==> config.mk <==
export PLATFORM = sky130hd
export DESIGN_NAME = seven_segment_to_bcd_scanner
export DESIGN_NICKNAME = d
export VERILOG_FILES = /design/src/rtl/seven_segment_to_bcd_scanner.sv
export SDC_FILE = /design/constraint.sdc
export NUM_CORES = 1
export LEC_CHECK = 0
export BUFFER_PORTS_ARGS = -buffer_cell sky130_fd_sc_hd__buf_2
export CAP_MARGIN = 20
export CELL_PAD_IN_SITES_DETAIL_PLACEMENT = 2
export CELL_PAD_IN_SITES_GLOBAL_PLACEMENT = 2
export CORE_ASPECT_RATIO = 1.25
export CORE_MARGIN = 2
export CORE_UTILIZATION = 40
export DETAILED_ROUTE_END_ITERATION = 6
export PLACE_DENSITY = 0.88
export SLEW_MARGIN = 20
export SYNTH_ARGS = -nofsm -noshare
export SYNTH_HDL_FRONTEND = slang
export SYNTH_SLANG_ARGS = --single-unit
==> constraint.sdc <==
create_clock -name clk -period 2.6 [get_ports clk]
set_clock_uncertainty 0.2 [all_clocks]
set_input_delay 0.26 -clock clk [delete_from_list [all_inputs] [get_ports clk]]
set_output_delay 0.26 -clock clk [all_outputs]
set_load 0.005 [all_outputs]
==> src/rtl/seven_segment_to_bcd_scanner.sv <==
// Samples a multiplexed active-low 7-segment bus, debounces each strobed digit,
// decodes it back to BCD and presents complete frames over valid/ready.
module seven_segment_to_bcd_scanner #(
  parameter int NUM_DIGITS    = 4,
  parameter int STABLE_CYCLES = 4
) (
  input  logic                    clk,
  input  logic                    rst,
  input  logic [6:0]              seg,
  input  logic [NUM_DIGITS-1:0]   dig_sel,
  input  logic                    frame_ready,
  output logic                    frame_valid,
  output logic [4*NUM_DIGITS-1:0] digits,
  output logic                    frame_err,
  output logic                    sel_err,
  output logic                    frame_drop
);

  localparam int CW = $clog2(STABLE_CYCLES);
  localparam logic [CW-1:0] CNT_MAX = CW'(STABLE_CYCLES - 1);

  typedef enum logic [1:0] {
    WAIT_STABLE = 2'd0,
    CAPTURE     = 2'd1,
    HOLD        = 2'd2
  } state_t;

  function automatic logic [3:0] decode_seg(input logic [6:0] s);
    logic [3:0] code;
    case (s)
      7'b0000001: code = 4'd0;
      7'b1001111: code = 4'd1;
      7'b0010010: code = 4'd2;
      7'b0000110: code = 4'd3;
      7'b1001100: code = 4'd4;
      7'b0100100: code = 4'd5;
      7'b0100000: code = 4'd6;
      7'b0001111: code = 4'd7;
      7'b0000000: code = 4'd8;
      7'b0000100: code = 4'd9;
      7'b1111111: code = 4'hE;
      default:    code = 4'hF;
    endcase
    return code;
  endfunction

  logic [6:0]              seg_m, seg_q, seg_p;
  logic [NUM_DIGITS-1:0]   sel_m, sel_q, sel_p;
  logic [CW-1:0]           stab_cnt;
  state_t                  state, state_next;
  logic [NUM_DIGITS-1:0]   mask;
  logic [4*NUM_DIGITS-1:0] dig_buf;
  logic                    changed, cap, one_hot, multi, mask_full, buf_err;

  assign changed   = (seg_q != seg_p) || (sel_q != sel_p);
  assign cap       = (state == CAPTURE);
  // seg_p/sel_p hold the value that was stable on entry to CAPTURE
  assign one_hot   = (sel_p != '0) && ((sel_p & (sel_p - NUM_DIGITS'(1))) == '0);
  assign multi     = (sel_p != '0) && !one_hot;
  assign mask_full = &mask;

  always_comb begin
    buf_err = 1'b0;
    for (int i = 0; i < NUM_DIGITS; i++) begin
      if (dig_buf[4*i +: 4] == 4'hF) begin
        buf_err = 1'b1;
      end else begin
        buf_err = buf_err;
      end
    end
  end

  always_ff @(posedge clk or posedge rst) begin
    if (rst) begin
      seg_m <= '0; seg_q <= '0; seg_p <= '0;
      sel_m <= '0; sel_q <= '0; sel_p <= '0;
    end else begin
      seg_m <= seg;   seg_q <= seg_m;   seg_p <= seg_q;
      sel_m <= dig_sel; sel_q <= sel_m; sel_p <= sel_q;
    end
  end

  always_ff @(posedge clk or posedge rst) begin
    if (rst) begin
      stab_cnt <= '0;
    end else if (changed) begin
      stab_cnt <= '0;
    end else if (stab_cnt != CNT_MAX) begin
      stab_cnt <= stab_cnt + CW'(1);
    end
  end

  always_ff @(posedge clk or posedge rst) begin
    if (rst) begin
      state <= WAIT_STABLE;
    end else begin
      state <= state_next;
    end
  end

  always_comb begin
    state_next = state;
    case (state)
      WAIT_STABLE: begin
        if (stab_cnt == CNT_MAX && !changed) state_next = CAPTURE;
        else                                  state_next = WAIT_STABLE;
      end
      CAPTURE: begin
        if (changed) state_next = WAIT_STABLE;
        else         state_next = HOLD;
      end
      HOLD: begin
        if (changed) state_next = WAIT_STABLE;
        else         state_next = HOLD;
      end
      default: state_next = WAIT_STABLE;
    endcase
  end

  always_ff @(posedge clk or posedge rst) begin
    if (rst) begin
      mask    <= '0;
      dig_buf <= '0;
    end else if (mask_full) begin
      mask <= '0;
    end else if (cap && one_hot) begin
      mask <= mask | sel_p;
      for (int k = 0; k < NUM_DIGITS; k++) begin
        if (sel_p[k]) dig_buf[4*k +: 4] <= decode_seg(seg_p);
      end
    end
  end

  // Output register: a completed frame loads only when the slot is free or draining
  always_ff @(posedge clk or posedge rst) begin
    if (rst) begin
      frame_valid <= 1'b0;
      digits      <= '0;
      frame_err   <= 1'b0;
      sel_err     <= 1'b0;
      frame_drop  <= 1'b0;
    end else begin
      sel_err    <= cap && multi;
      frame_drop <= 1'b0;
      if (mask_full && (!frame_valid || frame_ready)) begin
        frame_valid <= 1'b1;
        digits      <= dig_buf;
        frame_err   <= buf_err;
      end else if (mask_full) begin
        frame_drop  <= 1'b1;
      end else if (frame_valid && frame_ready) begin
        frame_valid <= 1'b0;
      end
    end
  end

endmodule

==> impl_metrics.csv <==
group,metric,value,unit
clock_tree,htree_levels,3,
timing,fmax,429,MHz
timing,slew_viol_final,0,
clock_tree,cts_hold_buf,13,
grt,globalRouteMet2Util,0.344,
synth,netlist.area_leader.share,0.651,
cells_and_area,nets,292,
grt,grt_overflow_total,0,
worst_setup_path,startpoint,"seg_p[3]",
cells_and_area,final_cell_mix,"dfrtp_1 (77), buf_2 (33), nor2_1 (20), xor2_1 (13), dlygate4sd3_1 (13)",
grt,grt_util_all_layers,0.193,
timing,timing.final.ws_setup,0.267,ns
cells_and_area,drive_above_1_share,0.259,
grt,grt_util_met3,0.0513,
routing,routed_wl,6900,um
grt,use_met1,0.203,
timing,slew_headroom,0.664,
timing,worst_slew_pin_slew,0.500,ns
timing,setup_tns,0,ns
worst_setup_path,path_max_fanout,9,
worst_setup_path,critPathCaptureType,"register",
worst_setup_path,cp.required,2.60,ns
place,gp_congestion,0.740,
place,dp_hpwl,4810,um
grt,grt_pass1_wl,11300,um
synth,synth_edf_count,0,
place,port-buffer-count,33,
timing,setup-violations-final,0,
worst_setup_path,worstSetupEndpoint,"dig_buf[4]",
worst_setup_path,start_kind,"register",
worst_setup_path,rrSetupSlack,0.27,ns
routing,drc,0,
synth,ys_seq_elements,77,
synth,syn_area,2960,um^2
worst_setup_path,timing.rr.end,"dig_buf[4]",
clock_tree,postCtsSetupRepairBufs,0,
floorplanning,fp.coreArea,7270,um^2
routing,vias,1918,
clock_tree,cts_resized,0,
clock_tree,clk_root_buffer_cell,"clkbuf_8",
clock_tree,cts_sinks,77,
clock_tree,clk_latency,0.35,ns
floorplanning,die_x,80.9,um
floorplanning,die-area,8100,um^2
routing,drt_iter0_markers,100,
clock_tree,cts_buffers,9,
power_and_ir_drop,power.leakage,1.75,nW
worst_setup_path,arrival,2.34,ns
clock_tree,clk_pin_slew_worst_paths,0.08,ns
clock_tree,clockBufferDepth,2,
synth,synthDistinctLibCells,41,
routing,dr.pass1.iters,3,
routing,avgViaCountPerCell,5.18,
cells_and_area,layout_commonest_cell,"dfrtp_1",
power_and_ir_drop,ir_drop,0.632,mV
synth,syn_nets,240,
place,dp_slack,0.323,ns
power_and_ir_drop,power_density,647,nW/um^2
timing,hold_viol_final,0,
floorplanning,die_h,100,um
floorplanning,row_count,35,
synth,syn_area_per_cell,13.3,um^2
synth,netlist_instances,222,
synth,synth_area_leaders,"dfrtp_1 (65%), mux2_2 (4.6%), xor2_1 (3.8%)",
routing,final_antenna_net_count,0,
grt,grt_pass1_vias,2200,
synth,yosysSeqAreaShare,0.651,
grt,grt_max_degree,39,
worst_setup_path,r2r.worst_path.cells,5,
worst_setup_path,r2r-start,"seg_p[3]",
synth,yosys.area.top_type,"dfrtp_1",
cells_and_area,syn_to_final_growth,21.4,%
timing,rsz0062_at_grt,"false",
worst_setup_path,path_class,"reg -> reg",
clock_tree,tritoncts,"done",
grt,antenna_found_initial,0,
min_path,worstHoldPathType,"in -> async",
synth,async_reset_ff_frac,1.00,
outcome,status,"completed",
synth,ys_warn_count,0,
floorplanning,ios,34,
grt,top_usage_layer,"met2",
timing,timing.final.crit_share,0.897,
job,maxCapViolCount,0,
timing,fin_crit,2.33,ns
synth,ys.flop_type,"dfrtp_1",
floorplanning,initial_core_util,0.407,
routing,wl_per_cell,18.7,um
cells_and_area,antenna_cells,0,
layout make-up:
type	count	area [um^2]
Clock inverter	4	72.6
Fill cell	738	3680
Tap cell	92	115
Sequential cell	77	1930
Clock buffer	11	141
Timing Repair Buffer	52	353
Inverter	4	15.0
Multi-Input combinational cell	130	967
critical path, cell delays in order (launching register included):
cell	delay (ns)
dfrtp_1	0.49
or3_4	0.45
a2111oi_4	0.34
nor3_2	0.12
a32oi_1	0.43
a21oi_1	0.16
worst min path at each step:
stage                     startpoint        to  slack (ns)
after floorplan               seg[0]  seg_m[0]        0.09
after global placement           rst   sel_err       -0.07
after detailed placement         rst   sel_err       -0.07
after CTS                        rst   sel_err        0.11
after global routing             rst   sel_err        0.11
final                            rst   sel_err        0.13
through the flow:
| step | utilization | hold WS (ns) | total power [mW] | std cells | instance area [um^2] |
|---|---|---|---|---|---|
| floorplan | - | 0.0914 | 1.32 | 222 | 2960 |
| global placement | 0.447 | -0.0685 | 1.35 | 342 | 3250 |
| detailed placement | 0.447 | -0.0655 | 1.36 | 342 | 3250 |
| CTS | 0.494 | 0.107 | 2.35 | 370 | 3590 |
| global route | 0.494 | 0.114 | 2.42 | 370 | 3590 |
| finish | 0.494 | 0.127 | 2.32 | 370 | 3590 |
sequential cells by signal, summed over array words and instances (netlist names):
name / count
seg_m: 7
sel_m: 4
mask: 4
digits: 16
frame_drop: 1
seg_q: 7
seg_p: 7
sel_err: 1
stab_cnt: 2
sel_q: 4
state: 2
dig_buf: 16
frame_err: 1
sel_p: 4
frame_valid: 1
synthesized netlist by cell type (2+ instances only):
| library cell | count |
|---|---|
| and4_1 | 2 |
| a21oi_1 | 9 |
| nand3_1 | 3 |
| or3_1 | 2 |
| a21o_1 | 3 |
| nand2_1 | 9 |
| mux2_1 | 8 |
| nor2_1 | 20 |
| nor4_1 | 2 |
| nor3b_1 | 3 |
| nor3_1 | 8 |
| mux2_2 | 12 |
| inv_1 | 4 |
| nand4_1 | 5 |
| a31oi_1 | 4 |
| clkbuf_1 | 5 |
| buf_2 | 6 |
| nand4b_1 | 2 |
| xor2_1 | 13 |
| nand2b_1 | 2 |
| ha_1 | 4 |
| dfrtp_1 | 77 |
power breakdown:
group,switching (mW),total (mW),leakage (nW),internal [mW]
clock,0.417,0.977,0.105,0.560
sequential,0.0296,1.25,0.994,1.22
combinational,0.0501,0.0948,0.653,0.0447
total,0.497,2.32,1.75,1.83
per-layer routing:
layer  vias to the layer above  part of all wire
li1                        870                 -
met1                       989              0.37
met2                        42              0.57
met3                        17             0.034
met4                         0             0.031
met5                         -                 0
logic make-up after synthesis:
logic type	Yosys count	synth area share
xor+xnor	14	0.0415
mux	21	0.0795
buf+inv	15	0.0216
compound gates	23	0.0558
flops	77	0.651
simple gates	67	0.130
fa+ha+maj	5	0.0203
Note: power is estimated with default switching activity, not from simulation.
